<file path="src/rtl/pred_pkg.sv">
// Shared types and helpers for the fetch-stage branch predictor.
// Holds opcode/counter constants, the in-flight entry layout and saturating counter updates.
package pred_pkg;

  localparam int P_INSTR_W    = 14;
  localparam int P_PC_W       = 11;
  localparam int P_IDX_W      = 4;
  localparam int P_INFL_DEPTH = 4;

  localparam logic [2:0] OP_JMP = 3'b100;

  localparam logic [1:0] SNT = 2'b00;
  localparam logic [1:0] WNT = 2'b01;
  localparam logic [1:0] WT  = 2'b10;
  localparam logic [1:0] ST  = 2'b11;

  localparam logic [1:0] P_CTR_INIT = WNT;

  typedef struct packed {
    logic [P_IDX_W-1:0] idx;
    logic               pred;
    logic [P_PC_W-1:0]  target;
    logic [P_PC_W-1:0]  fallthru;
  } infl_entry_t;

  function automatic logic [1:0] ctr_inc(input logic [1:0] c);
    return (c == ST) ? ST : c + 2'd1;
  endfunction

  function automatic logic [1:0] ctr_dec(input logic [1:0] c);
    return (c == SNT) ? SNT : c - 2'd1;
  endfunction

endpackage

</file>
<file path="src/rtl/pred_inflight_fifo.sv">
// In-order queue of unresolved conditional predictions; flush empties it and beats a same-cycle push.
// Push when full and pop when empty are ignored; count is registered.
module pred_inflight_fifo #(
  parameter int DEPTH = 4,
  parameter int DAT_W = 8,
  localparam int PTR_W = $clog2(DEPTH),
  localparam int CNT_W = PTR_W + 1
) (
  input  logic             i_clk,
  input  logic             i_rst,
  input  logic             i_push,
  input  logic [DAT_W-1:0] i_dat,
  input  logic             i_pop,
  input  logic             i_flush,
  output logic [DAT_W-1:0] o_dat,
  output logic             o_full,
  output logic             o_empty,
  output logic [CNT_W-1:0] o_count
);

  logic [DAT_W-1:0] r_mem [DEPTH];
  logic [PTR_W-1:0] r_wr;
  logic [PTR_W-1:0] r_rd;
  logic [CNT_W-1:0] r_cnt;
  logic             w_push;
  logic             w_pop;

  assign o_full  = (r_cnt == CNT_W'(DEPTH));
  assign o_empty = (r_cnt == '0);
  assign o_count = r_cnt;
  assign o_dat   = r_mem[r_rd];
  assign w_push  = i_push & ~o_full & ~i_flush;
  assign w_pop   = i_pop & ~o_empty;

  always_ff @(posedge i_clk) begin
    if (w_push) r_mem[r_wr] <= i_dat;
  end

  // Pointers are power-of-two wide, so increment wraps modulo DEPTH.
  always_ff @(posedge i_clk) begin
    if (i_rst || i_flush) begin
      r_wr  <= '0;
      r_rd  <= '0;
      r_cnt <= '0;
    end else begin
      if (w_push) r_wr <= r_wr + 1'b1;
      if (w_pop)  r_rd <= r_rd + 1'b1;
      r_cnt <= r_cnt + CNT_W'(w_push) - CNT_W'(w_pop);
    end
  end

endmodule

</file>
<file path="src/rtl/branch_predict_unit.sv">
// Fetch-stage predictor: jumps resolve at once, conditionals use 2-bit counters and queue until execute resolves them.
// Prediction is combinational; mispredict/redirect registered one cycle after resolution; stall when queue full.
module branch_predict_unit
  import pred_pkg::*;
#(
  parameter int         INSTR_W    = P_INSTR_W,
  parameter int         PC_W       = P_PC_W,
  parameter int         IDX_W      = P_IDX_W,
  parameter int         INFL_DEPTH = P_INFL_DEPTH,
  parameter logic [1:0] CTR_INIT   = P_CTR_INIT
) (
  input  logic                          i_clk,
  input  logic                          i_rst,
  input  logic                          i_fetch_valid,
  input  logic [INSTR_W-1:0]            i_instr,
  input  logic [PC_W-1:0]               i_pc,
  output logic [PC_W-1:0]               o_next,
  output logic                          o_predict_taken,
  output logic                          o_enable,
  output logic                          o_stall,
  input  logic                          i_res_valid,
  input  logic                          i_res_taken,
  output logic                          o_mispredict,
  output logic [PC_W-1:0]               o_redirect_pc,
  output logic [$clog2(INFL_DEPTH):0]   o_pending_count,
  output logic                          o_err_underflow
);

  localparam int ENT_W = $bits(infl_entry_t);

  logic [1:0]       r_table [2**IDX_W];
  logic             r_mispredict;
  logic [PC_W-1:0]  r_redirect_pc;
  logic             r_err_underflow;

  logic [2:0]       w_op;
  logic             w_is_jmp;
  logic             w_is_cond;
  logic [PC_W-1:0]  w_target;
  logic [IDX_W-1:0] w_idx;
  logic             w_pred;
  logic             w_full;
  logic             w_empty;
  logic             w_push;
  logic             w_resolve;
  logic             w_wrong;
  infl_entry_t      w_push_ent;
  infl_entry_t      w_head;
  logic [ENT_W-1:0] w_head_dat;

  assign w_op      = i_instr[INSTR_W-1 -: 3];
  assign w_is_jmp  = (w_op == OP_JMP);
  assign w_is_cond = w_op[2] & ~w_is_jmp;
  assign w_target  = i_instr[PC_W-1:0];
  assign w_idx     = i_pc[IDX_W-1:0];
  assign w_pred    = r_table[w_idx][1];

  assign w_push     = ~i_rst & i_fetch_valid & w_is_cond & ~w_full;
  assign w_resolve  = ~i_rst & i_res_valid & ~w_empty;
  assign w_head     = infl_entry_t'(w_head_dat);
  assign w_wrong    = w_resolve & (i_res_taken != w_head.pred);
  assign w_push_ent = '{idx: w_idx, pred: w_pred, target: w_target, fallthru: i_pc};

  always_comb begin
    o_next          = i_pc;
    o_predict_taken = 1'b0;
    o_enable        = 1'b0;
    o_stall         = 1'b0;
    if (!i_rst) begin
      if (w_is_jmp) begin
        o_next          = w_target;
        o_predict_taken = 1'b1;
      end else if (w_is_cond) begin
        o_next          = w_pred ? w_target : i_pc;
        o_predict_taken = w_pred;
        o_enable        = 1'b1;
        o_stall         = i_fetch_valid & w_full;
      end
    end
  end

  // A wrong prediction flushes younger wrong-path entries, including one pushed this cycle.
  pred_inflight_fifo #(
    .DEPTH (INFL_DEPTH),
    .DAT_W (ENT_W)
  ) u_inflight (
    .i_clk   (i_clk),
    .i_rst   (i_rst),
    .i_push  (w_push),
    .i_dat   (w_push_ent),
    .i_pop   (w_resolve),
    .i_flush (w_wrong),
    .o_dat   (w_head_dat),
    .o_full  (w_full),
    .o_empty (w_empty),
    .o_count (o_pending_count)
  );

  always_ff @(posedge i_clk) begin
    if (i_rst) begin
      for (int i = 0; i < 2**IDX_W; i++) r_table[i] <= CTR_INIT;
      r_mispredict    <= 1'b0;
      r_redirect_pc   <= '0;
      r_err_underflow <= 1'b0;
    end else begin
      r_mispredict <= w_wrong;
      if (w_resolve)
        r_table[w_head.idx] <= i_res_taken ? ctr_inc(r_table[w_head.idx])
                                           : ctr_dec(r_table[w_head.idx]);
      if (w_wrong)
        r_redirect_pc <= i_res_taken ? w_head.target : w_head.fallthru;
      if (i_res_valid && w_empty)
        r_err_underflow <= 1'b1;
    end
  end

  assign o_mispredict    = r_mispredict;
  assign o_redirect_pc   = r_redirect_pc;
  assign o_err_underflow = r_err_underflow;

endmodule

</file>
<file path="config.mk">
export PLATFORM = sky130hd
export DESIGN_NAME = branch_predict_unit
export DESIGN_NICKNAME = d
export VERILOG_FILES = /design/src/rtl/pred_pkg.sv /design/src/rtl/pred_inflight_fifo.sv /design/src/rtl/branch_predict_unit.sv
export SDC_FILE = /design/constraint.sdc
export NUM_CORES = 1
export LEC_CHECK = 0
export ABC_AREA = 1
export ABC_CLOCK_PERIOD_IN_PS = 4450
export CAP_MARGIN = 30
export CORE_MARGIN = 2
export CORE_UTILIZATION = 58
export CTS_CLUSTER_DIAMETER = 30
export DETAILED_ROUTE_END_ITERATION = 8
export PLACE_DENSITY = 0.76
export SLEW_MARGIN = 20
export SYNTH_ARGS = -nofsm -noshare
export SYNTH_HDL_FRONTEND = slang
export SYNTH_HIERARCHICAL = 1
export SYNTH_SLANG_ARGS = --single-unit
</file>
<file path="constraint.sdc">
create_clock -name i_clk -period 4.45 [get_ports i_clk]
set_input_delay 0.89 -clock i_clk [delete_from_list [all_inputs] [get_ports i_clk]]
set_output_delay 0.89 -clock i_clk [all_outputs]
set_load 0.02 [all_outputs]
</file>
Yosys cells after proc, flatten, opt, wreduce, memory -nomap -nowiden
Memories as Yosys holds them, arrays and structs flattened. A register that Yosys moved wholly into a read port is not among the register bits.
Index checks and enable logic that the tools add are counted.
{"block": "op_classes", "add_sub_neg": 6, "n_bitwise": 16, "eq_ne": 4, "reduce_logical": 5, "n_mux": 29}
{"op": "$mux W11", "n": 5}
{"op": "$mux W1", "n": 17}
{"op": "$mux W2", "n": 6}
{"op": "$and A1 B1 Y1", "n": 11}
{"op": "$add A2 B1 Y2 const B", "n": 3}
{"op": "$eq A3 B3 Y1 const B", "n": 2}
{"op": "$not A1 Y1", "n": 5}
{"op": "$mux W4", "n": 1}
{"op": "$add A3 B1 Y3", "n": 1}
{"op": "$logic_not A3 Y1", "n": 1}
{"op": "$sub A3 B1 Y3", "n": 1}
{"op": "$eq A2 B2 Y1 const B", "n": 1}
{"op": "$logic_not A2 Y1", "n": 1}
{"op": "$reduce_or A2 Y1", "n": 1}
{"op": "$sub A2 B1 Y2 const B", "n": 1}
{"op": "$logic_and A1 B1 Y1", "n": 1}
{"op": "$logic_or A1 B1 Y1", "n": 1}
{"op": "$ne A1 B1 Y1", "n": 1}
{"block": "word_totals", "mem_count": 2, "wordCells": 68, "in_bits": 30, "ram_bits": 140, "regBits": 20}
{"memory": "u_inflight.r_mem", "words": 4, "width": 27, "read_ports": 1, "rd_ports_with_merged_regs": 1, "wr": 1, "line": "pred_inflight_fifo.sv:21", "text": "logic [DAT_W-1:0] r_mem [DEPTH];"}
{"memory": "r_table", "words": 16, "width": 2, "read_ports": 2, "rd_ports_with_merged_regs": 0, "wr": 16, "line": "branch_predict_unit.sv:31", "text": "logic [1:0] r_table [2**IDX_W];"}

Depth between registers and ports, before layout
Gate-level depths: netlist of run 1.
{"block": "logic_depth", "ltp_word": 9, "mapped_depth": 18, "ltp_nobuf": 14}

By module
The synthesis of run 1 kept the hierarchy.
{"mod": "pred_inflight_fifo", "area_per_inst_um2": 4559.4, "instances": 1, "seq_area_each_um2": 3423.3, "cells_each": 334}
{"mod": "branch_predict_unit", "area_per_inst_um2": 2667.6, "instances": 1, "seq_area_each_um2": 1221.2, "cells_each": 375}

Least setup slack after synthesis of run 1
OpenSTA, ideal clock, no wires.
{"block": "synth_path", "path_kind": "input port to flip-flop", "start": "in i_instr[13]", "end": "mem u_inflight/r_mem[0][0] in the netlist's numbering, enable pin", "path_stages": 6, "setup_time_ns": 0.411, "path_slack_ns": 0.902, "t_arrival_ns": 3.138, "n_path_buf": 0, "cell_sequence": "inv_1 nor3_1 nand2_1 nor2_1 nand3_2 nor2_1"}
{"block": "synth_between", "elab_chain_cells": 9}
{"item": "start, declared", "line": "branch_predict_unit.sv:15", "text": "input logic [INSTR_W-1:0] i_instr,"}
{"item": "$eq A3 B3 Y1", "line": "branch_predict_unit.sv:52", "text": "assign w_is_jmp = (w_op == OP_JMP);"}
{"item": "$not A1 Y1", "line": "branch_predict_unit.sv:53", "text": "assign w_is_cond = w_op[2] & ~w_is_jmp;"}
{"item": "$and A1 B1 Y1 (*)", "line": "branch_predict_unit.sv:53"}
{"item": "$and A1 B1 Y1 (*) (2 in a row)", "line": "branch_predict_unit.sv:58", "text": "assign w_push = ~i_rst & i_fetch_valid & w_is_cond & ~w_full;"}
{"item": "named net w_push", "line": "branch_predict_unit.sv:44", "text": "logic w_push;"}
{"item": "$and A1 B1 Y1 (*) (2 in a row)", "line": "pred_inflight_fifo.sv:32", "text": "assign w_push = i_push & ~o_full & ~i_flush;"}
{"item": "$mux W1 (*)", "line": "pred_inflight_fifo.sv:36", "text": "if (w_push) r_mem[r_wr] <= i_dat;"}
{"item": "$mux W1 (implied by the code) (*)", "line": "pred_inflight_fifo.sv:36"}
{"item": "end, declared", "line": "pred_inflight_fifo.sv:21"}
The timed path passes the listed nets; every way through them passes the cells marked *.

Worst setup path in the final report of run 1
{"block": "layout_path", "start": "in i_pc[0]", "end": "out o_next[5]"}
{"block": "layout_between", "elab_chain_cells": 5}
{"item": "start, declared", "line": "branch_predict_unit.sv:16", "text": "input logic [PC_W-1:0] i_pc,"}
{"item": "$mem_v2 Z16 W2"}
{"item": "$mux W11", "line": "branch_predict_unit.sv:74", "text": "o_next = w_pred ? w_target : i_pc;"}
{"item": "$mux W11", "line": "branch_predict_unit.sv:73", "text": "end else if (w_is_cond) begin"}
{"item": "$mux W11", "line": "branch_predict_unit.sv:70", "text": "if (w_is_jmp) begin"}
{"item": "$mux W11", "line": "branch_predict_unit.sv:69", "text": "if (!i_rst) begin"}
{"item": "end, declared", "line": "branch_predict_unit.sv:17", "text": "output logic [PC_W-1:0] o_next,"}
No other way between the ends.

==> results of run 1 <==
[metrics by stage]
step	setup WS (ps)	hold slack, ps	area, um2	std cells
finish	251.3	488.6	8517	955
floorplan	901.5	466.2	7227	709
global placement	392.4	459.0	7950	923
CTS	277.5	487.0	8517	955
detailed placement	300.9	468.9	7950	923
global route	84.27	534.2	8517	955
[worst reg2reg max path: cells and delay by family (launching register included)]
kind / cells / cell delay, ps
AND/OR/NAND/NOR: 10 / 1080
flip-flops: 1 / 600
buffers and inverters: 2 / 410
AO/OA/AOI/OAI: 2 / 720
[power by group]
group	internal (mW)	switching, mW
sequential	1.67	0.0124
combinational	0.0916	0.161
clock	0.820	0.577
[synth_stat cells, types with 4 or more instances]
| cell type | count | area (um2) |
|---|---|---|
| nand2_1 | 150 | 563.0 |
| edfxtp_1 | 140 | 4204 |
| nor2_1 | 107 | 401.6 |
| inv_1 | 64 | 240.2 |
| o21ai_0 | 49 | 245.2 |
| nand3_1 | 41 | 205.2 |
| o22ai_1 | 27 | 168.9 |
| o21ai_1 | 23 | 115.1 |
| dfxtp_1 | 22 | 440.4 |
| a31oi_1 | 11 | 68.82 |
| buf_2 | 11 | 55.05 |
| buf_6 | 11 | 123.9 |
| nor2_2 | 10 | 62.56 |
| clkbuf_1 | 6 | 22.52 |
| ha_1 | 6 | 75.07 |
| nand4_1 | 4 | 25.02 |
[layer usage]
layer | track usage, % | vias up | part of all wire, %
li1 | - | 2541 | -
met3 | 5.492 | 41 | 6.7
met2 | 44.48 | 232 | 49
met5 | 0 | - | 0
met4 | 12.94 | 0 | 3.2
met1 | 35.49 | 2636 | 41
[state kept, by name, summed over array words and instances (netlist names), named ones only]
register,flops
u_inflight/r_mem,108
r_table,32
o_redirect_pc,11
u_inflight/o_count,3
u_inflight/r_rd,2
u_inflight/r_wr,2
o_err_underflow,1
o_mispredict,1
[cell families (layout without fill, tap and decap cells)]
kind of cell,after synthesis,after routing,synth area share [%]
simple gates,321,321,18.30
buf+inv,101,179,6.960
fa+ha+maj,7,7,1.316
flops,162,162,64.27
compound gates,116,116,8.916
xor+xnor,2,2,0.2424
[cell usage in the layout, fill, tap and decap left out]
cell type,n
a21oi_1,3
a31oi_1,11
buf_4,19
bufinv_16,2
clkbuf_1,1
clkbuf_16,17
clkdlybuf4s50_1,59
clkinv_1,4
clkinv_2,2
clkinv_4,2
clkinvlp_4,4
dfxtp_1,21
dfxtp_2,1
edfxtp_1,140
fa_1,1
ha_1,6
inv_1,64
inv_2,2
inv_6,2
inv_8,1
nand2_1,150
nand2_2,3
nand2_4,1
nand3_1,41
nand3_2,1
nand4_1,4
nor2_1,103
nor2_2,14
nor3_1,3
nor3_2,1
o211ai_1,2
o21ai_0,49
o21ai_1,23
o21ai_4,1
o22ai_1,27
xor2_1,2
[cell type report]
class | instances | area, um2
clock buffers | 18 | 429.2
clock inverters | 14 | 137.6
fillers | 919 | 3595
inverters | 69 | 271.5
multi-input cells | 446 | 2090
flip-flops and latches | 162 | 4646
well taps | 168 | 210.2
repair buffers | 78 | 733.2
[path summary, 6_finish.rpt]
check | startpoint | endpoint | slack, ps
hold / removal | o_err_underflow | o_err_underflow | 490
hold reg to reg | o_err_underflow | o_err_underflow | 490
setup reg to reg | flop | r_table[14][0] | 1380
setup / recovery | i_pc[0] | o_next[5] | 250
==> metrics.md, run 1 <==
| Metric | Value |
|---|---|
| Status | completed |
| Minimum period implied by the final worst setup slack | 4199 ps |
| Placeable core area | 12110 um2 |
| Vias | 5450 |
| Drt drc | 0 |
| Remaining global-route overflow | 0 |
| Layout Utilization | 70.32% |
| Antenna violations before repair | 0 |
| Number of nets in the layout | 811 |
| Post-cts hold buffer count | 0 |
| Ratio of total power to cell area | 391.6 nW/um2 |
| Static Leak | 3.135 nW |
| First-pass DRT Iterations | 6 |
| Worst Reg2Reg Path Length in Cells | 14 |
| Number of H-tree levels | 4 |
| Worst slew margin relative to its limit | 42.59% |
| Clock Latency Late Sink | 430 ps |
| Worst-path clk slew | 60 ps |
| Wire length per cell after detailed routing | 17.96 um |
| Number of synthesized flops with an enable pin | 140 |
| Resized cells post-CTS | 0 |
| Post-synthesis to final-layout area growth | 17.85% |
| Worst Tran Pin Value | 855.8 ps |
| Post-synth top flop | edfxtp_1 |
| Global-route wire length before repair | 27290 um |
| Largest net degree at the start of global routing | 55 |
| Worst clock skew on the final layout | 7.797 ps |
| Total standard cell area after synthesis | 7227 um2 |
| Number of clock sinks seen by CTS | 162 |
| Most common cell on crit path | nand2_1 |
| Hold Violations, Final | 0 |
| Required time at the endpoint of the critical path | 3560 ps |
| Register bit count reported by yosys | 162 |
| Final setup fails | 0 |
| Critical Path Stages | 11 |
| Startpoint types | input port |
| Largest stage delay on the critical path | 620 ps |
| Max Clock Freq | 0.2382 GHz |
| Via count of the first global-routing pass | 5396 |
| Avg Vias per Cell | 5.707 |
| Hold path cells | 2 |
| Period utilisation layout | 94.35% |
| Summed negative setup slack over all endpoints | 0 ps |
| Max Slew Vio Count | 0 |
| Path category of the worst min-delay check | flop to flop |
| Number of standard-cell rows in the floorplan | 40 |
| Post-synthesis instance total | 709 |
| List of cells traversed by the critical path | clkdlybuf4s50_1 > buf_4 > o21ai_0 > nand2_1 > nand3_1 > nand3_1 > nand3_1 > nand2_1 > nand2_1 > nand2_1 > clkdlybuf4s50_1 |
| Initial Utilization | 59.67% |
| Post-Synthesis Mean Instance Area | 10.19 um2 |
| CP delay by family, top | buffers and inverters |
| Critical Path Slowest Stage Cell | clkdlybuf4s50_1 |
| Floorplan die width | 115.6 um |
| Share of synthesized registers carrying an async set or reset | 0% |
| Detail Placement HPWL | 11020 um |
| Clock tree from TritonCTS | done |
| Routability congestion estimate from global placement | 0.9448 |
| Design Power | 3.335 mW |
| Nature of the critical path endpoint | primary output |
| Tot GR Track Use | 27.28% |
| Nets in the synthesized netlist | 746 |
| Maximum VDD drop | 0.3237 mV |
| Proportion of layout cells with a drive suffix above 1 | 9.276% |
| Combined buffer and inverter count along the critical path | 3 |
| Number of diodes | 0 |
| Distinct cells, synth | 32 |
| Routed wire length | 17150 um |
| Biggest fanout along the worst timing path | 12 |
| Startpoint-to-endpoint class of the critical path | input port to primary output |
| Number of clock buffers inserted by TritonCTS | 17 |
| Clock Tree Root | clkbuf_16 |
| Initial DRC count | 547 |
| # Post-CTS Setup Buffers | 0 |
| Largest buffer count on any clock path | 2 |
| I/O Buffers | 59 |
| Unrepaired setup endpoints after global routing | false |
| Antenna Nets Post-Route | 0 |
| I/O pin cnt | 60 |
| Die height | 115.6 um |
| Synth Warn # | 6 |
| Share of the yosys chip area belonging to registers | 64.27% |
| Die Area | 13370 um2 |
| Max Cap Violations | 0 |
| Worst endpoint data arrival time | 3310 ps |
(Power assumes the default switching activity.)
==> run 2: changes to the inputs <==
ABC_CLOCK_PERIOD_IN_PS = not set   (was 4450)
==> results of run 2 <==
No change in the layout: final DEF, timing and power equal those of run 1.
==> run 3: changes to the inputs <==
CORE_UTILIZATION = 41   (was 58)
PLACE_DENSITY = 0.56   (was 0.76)
clock period = 4.85 ns   (was 4.45 ns; I/O delays follow)
==> metrics.md, run 3 (same netlist as run 1, synthesis figures left out) <==
| Metric | Value |
|---|---|
| Period utilisation layout | 90.35% |
| I/O Buffers | 59 (unchanged) |
| Clock Latency Late Sink | 430 ps (about the same) |
| Cell area after placement | 7991 um2 (+0.52%) |
| Wire length per cell after detailed routing | 17.25 um (-4.0%) |
| Worst Tran Pin Value | 936.3 ps (+80.44 ps) |
| Proportion of layout cells with a drive suffix above 1 | 9.311% (+0.035 points) |
| Worst reg2reg endpoint | r_table[6][1] |
| Combined buffer and inverter count along the critical path | 3 (unchanged) |
| Worst setup path endpoint | o_next[0] |
| Placeable core area | 17240 um2 (+42%) |
| Number of clock sinks seen by CTS | 162 (unchanged) |
| Die height | 136.8 um (+18%) |
| Die Area | 18700 um2 (+40%) |
| Maximum VDD drop | 0.2638 mV (-19%) |
| Most common cell after layout, fill and taps aside | nand2_1 |
| Clock tree from TritonCTS | done |
| Number of standard-cell rows in the floorplan | 48 (+20%) |
| Routed wire length | 17400 um (+1.5%) |
| Worst slew margin relative to its limit | 37.58% (-5.0 points) |
| Most flop-heavy register | u_inflight/r_mem |
| Ratio of total power to cell area | 357.6 nW/um2 (-8.7%) |
| Drt drc | 0 (unchanged) |
| Number of diodes | 0 (unchanged) |
| Unrepaired setup endpoints after global routing | false |
| Remaining global-route overflow | 0 (unchanged) |
| Path category of the worst min-delay check | flop to flop |
| Biggest fanout along the worst timing path | 19 (+7) |
| Most used cells in the layout excluding fill and tap cells | 150 x nand2_1, 140 x edfxtp_1, 103 x nor2_1, 64 x inv_1, 59 x clkdlybuf4s50_1 |
| Number of flip-flops in the largest register | 108 (unchanged) |
| Max Slew Vio Count | 0 (unchanged) |
| Critical Path Stages | 11 (unchanged) |
| Worst hold slack after final layout | 471.3 ps (-17.26 ps) |
| Post-cts hold buffer count | 0 (unchanged) |
| Antenna violations before repair | 0 (unchanged) |
| Final cell count without fillers | 1009 (+5.7%) |
| Nature of the critical path endpoint | primary output |
| Max Clock Freq | 0.2282 GHz |
| Initial DRC count | 350 (-36%) |
| Clock Tree Root | clkbuf_16 |
| Hold Violations, Final | 0 (unchanged) |
| I/O pin cnt | 60 (unchanged) |
| # Post-CTS Setup Buffers | 0 (unchanged) |
| Number of H-tree levels | 4 (unchanged) |
| Placed instance count | 976 (+5.7%) |
| Post-synthesis to final-layout area growth | 18.77% |
| Vias | 5157 (-5.4%) |
| Worst-case register-to-register setup slack | 1450 ps (+70 ps) |
| Worst clock skew on the final layout | 11.71 ps (+3.911 ps) |
| Worst Reg2Reg Path Length in Cells | 12 (-2) |
| Hold path startpoint | o_err_underflow |
| Antenna Nets Post-Route | 0 (unchanged) |
| Minimum period implied by the final worst setup slack | 4382 ps |
| Summed negative setup slack over all endpoints | 0 ps (unchanged) |
| Startpoint-to-endpoint class of the critical path | input port to primary output |
| Final setup fails | 0 (unchanged) |
| Largest stage delay on the critical path | 620 ps (about the same) |
| Largest net degree at the start of global routing | 55 (unchanged) |
| Required time at the endpoint of the critical path | 3880 ps (+320 ps) |
| Startpoint types | input port |
| Tot GR Track Use | 19.53% (-7.8 points) |
| Via count of the first global-routing pass | 4906 (-9.1%) |
| Wire length the detailed router placed on met1 | 7808 um (+12%) |
| Post-layout instance area | 8583 um2 (+0.78%) |
| Number of nets in the layout | 808 (-0.37%) |
| Max Cap Violations | 0 (unchanged) |
| Avg Vias per Cell | 5.111 (-10%) |
| Hold path cells | 2 (unchanged) |
| List of cells traversed by the critical path | clkdlybuf4s50_1 > buf_4 > o21ai_0 > nand2_1 > nand3_1 > nand3_1 > nand3_1 > nand2_1 > nand2_1 > nand2_1 > clkdlybuf4s50_1 |
| Highest routed layer | met4 |
| Resized cells post-CTS | 0 (unchanged) |
| Worst-path clk slew | 60 ps (about the same) |
| Total met2 wirelength after detailed routing | 8530 um (+0.71%) |
| Critical Path Slowest Stage Cell | clkdlybuf4s50_1 |
| Largest buffer count on any clock path | 2 (unchanged) |
| Crit. Startpoint | i_pc[0] |
| Floorplan die width | 136.8 um (+18%) |
| Initial Utilization | 41.93% (-18 points) |
| Most common cell on crit path | nand2_1 |
| First-pass DRT Iterations | 5 (-1) |
| Number of clock buffers inserted by TritonCTS | 17 (unchanged) |
| Status | completed |
| Static Leak | 3.132 nW (about the same) |
| Routability congestion estimate from global placement | 0.8454 (-11%) |
| CP delay by family, top | buffers and inverters |
| Global-route wire length before repair | 27050 um (-0.88%) |
| Met3 wire len | 893 um (-23%) |
| Detail Placement HPWL | 11210 um (+1.8%) |
| Worst endpoint data arrival time | 3410 ps (+100 ps) |
[run 3: cell count changes in the layout (fill, tap and decap cells not counted), sizes merged]
cell and change:
clkinv -1, inv +3, clkinvlp -1, bufinv -1
buf -3
[run 3: worst min-delay path by stage]
stage / slack [ps] / end
CTS: 480 / o_err_underflow
detailed placement: 460 / o_err_underflow
finish: 470 / o_err_underflow
global placement: 450 / o_err_underflow
global route: 520 / o_err_underflow
floorplan: 470 / flop
[run 3: worst min-delay path: cells and delay by family, from the launching register on]
| family | cells | cell delay (ps) |
|---|---|---|
| simple gates | 1 | 70 |
| flops | 1 | 330 |
| compound gates | 1 | 40 |
[run 3: through the flow]
stage	total power, mW	setup WS [ps]	util, %
after floorplan	1.698	1222	-
after global placement	1.803	454.1	46.36
after detailed placement	1.807	446.4	46.36
after CTS	3.092	439.7	49.71
after global routing	3.169	245.3	49.80
final	3.069	468.1	49.80
[run 3: final cells by class]
type / count / area [um2]
Clock inverter: 14 / 147.6
Sequential cell: 162 / 4646
Clock buffer: 18 / 429.2
Fill cell: 1549 / 8653
Timing Repair Buffer: 75 / 718.2
Multi-Input combinational cell: 446 / 2090
Tap cell: 225 / 281.5
Inverter: 69 / 271.5
[run 3: where the power goes]
group | switching (mW) | total [mW] | internal [mW]
Clock | 0.570 | 1.29 | 0.723
Sequential | 0.0105 | 1.55 | 1.53
Combinational | 0.148 | 0.231 | 0.0838
Total | 0.728 | 3.07 | 2.34
[run 3: per-layer routing]
layer	vias up	global-route usage (%)
met2	133	32.69
met1	2477	26.17
met4	0	5.208
met3	12	3.593
met5	-	0
li1	2535	-
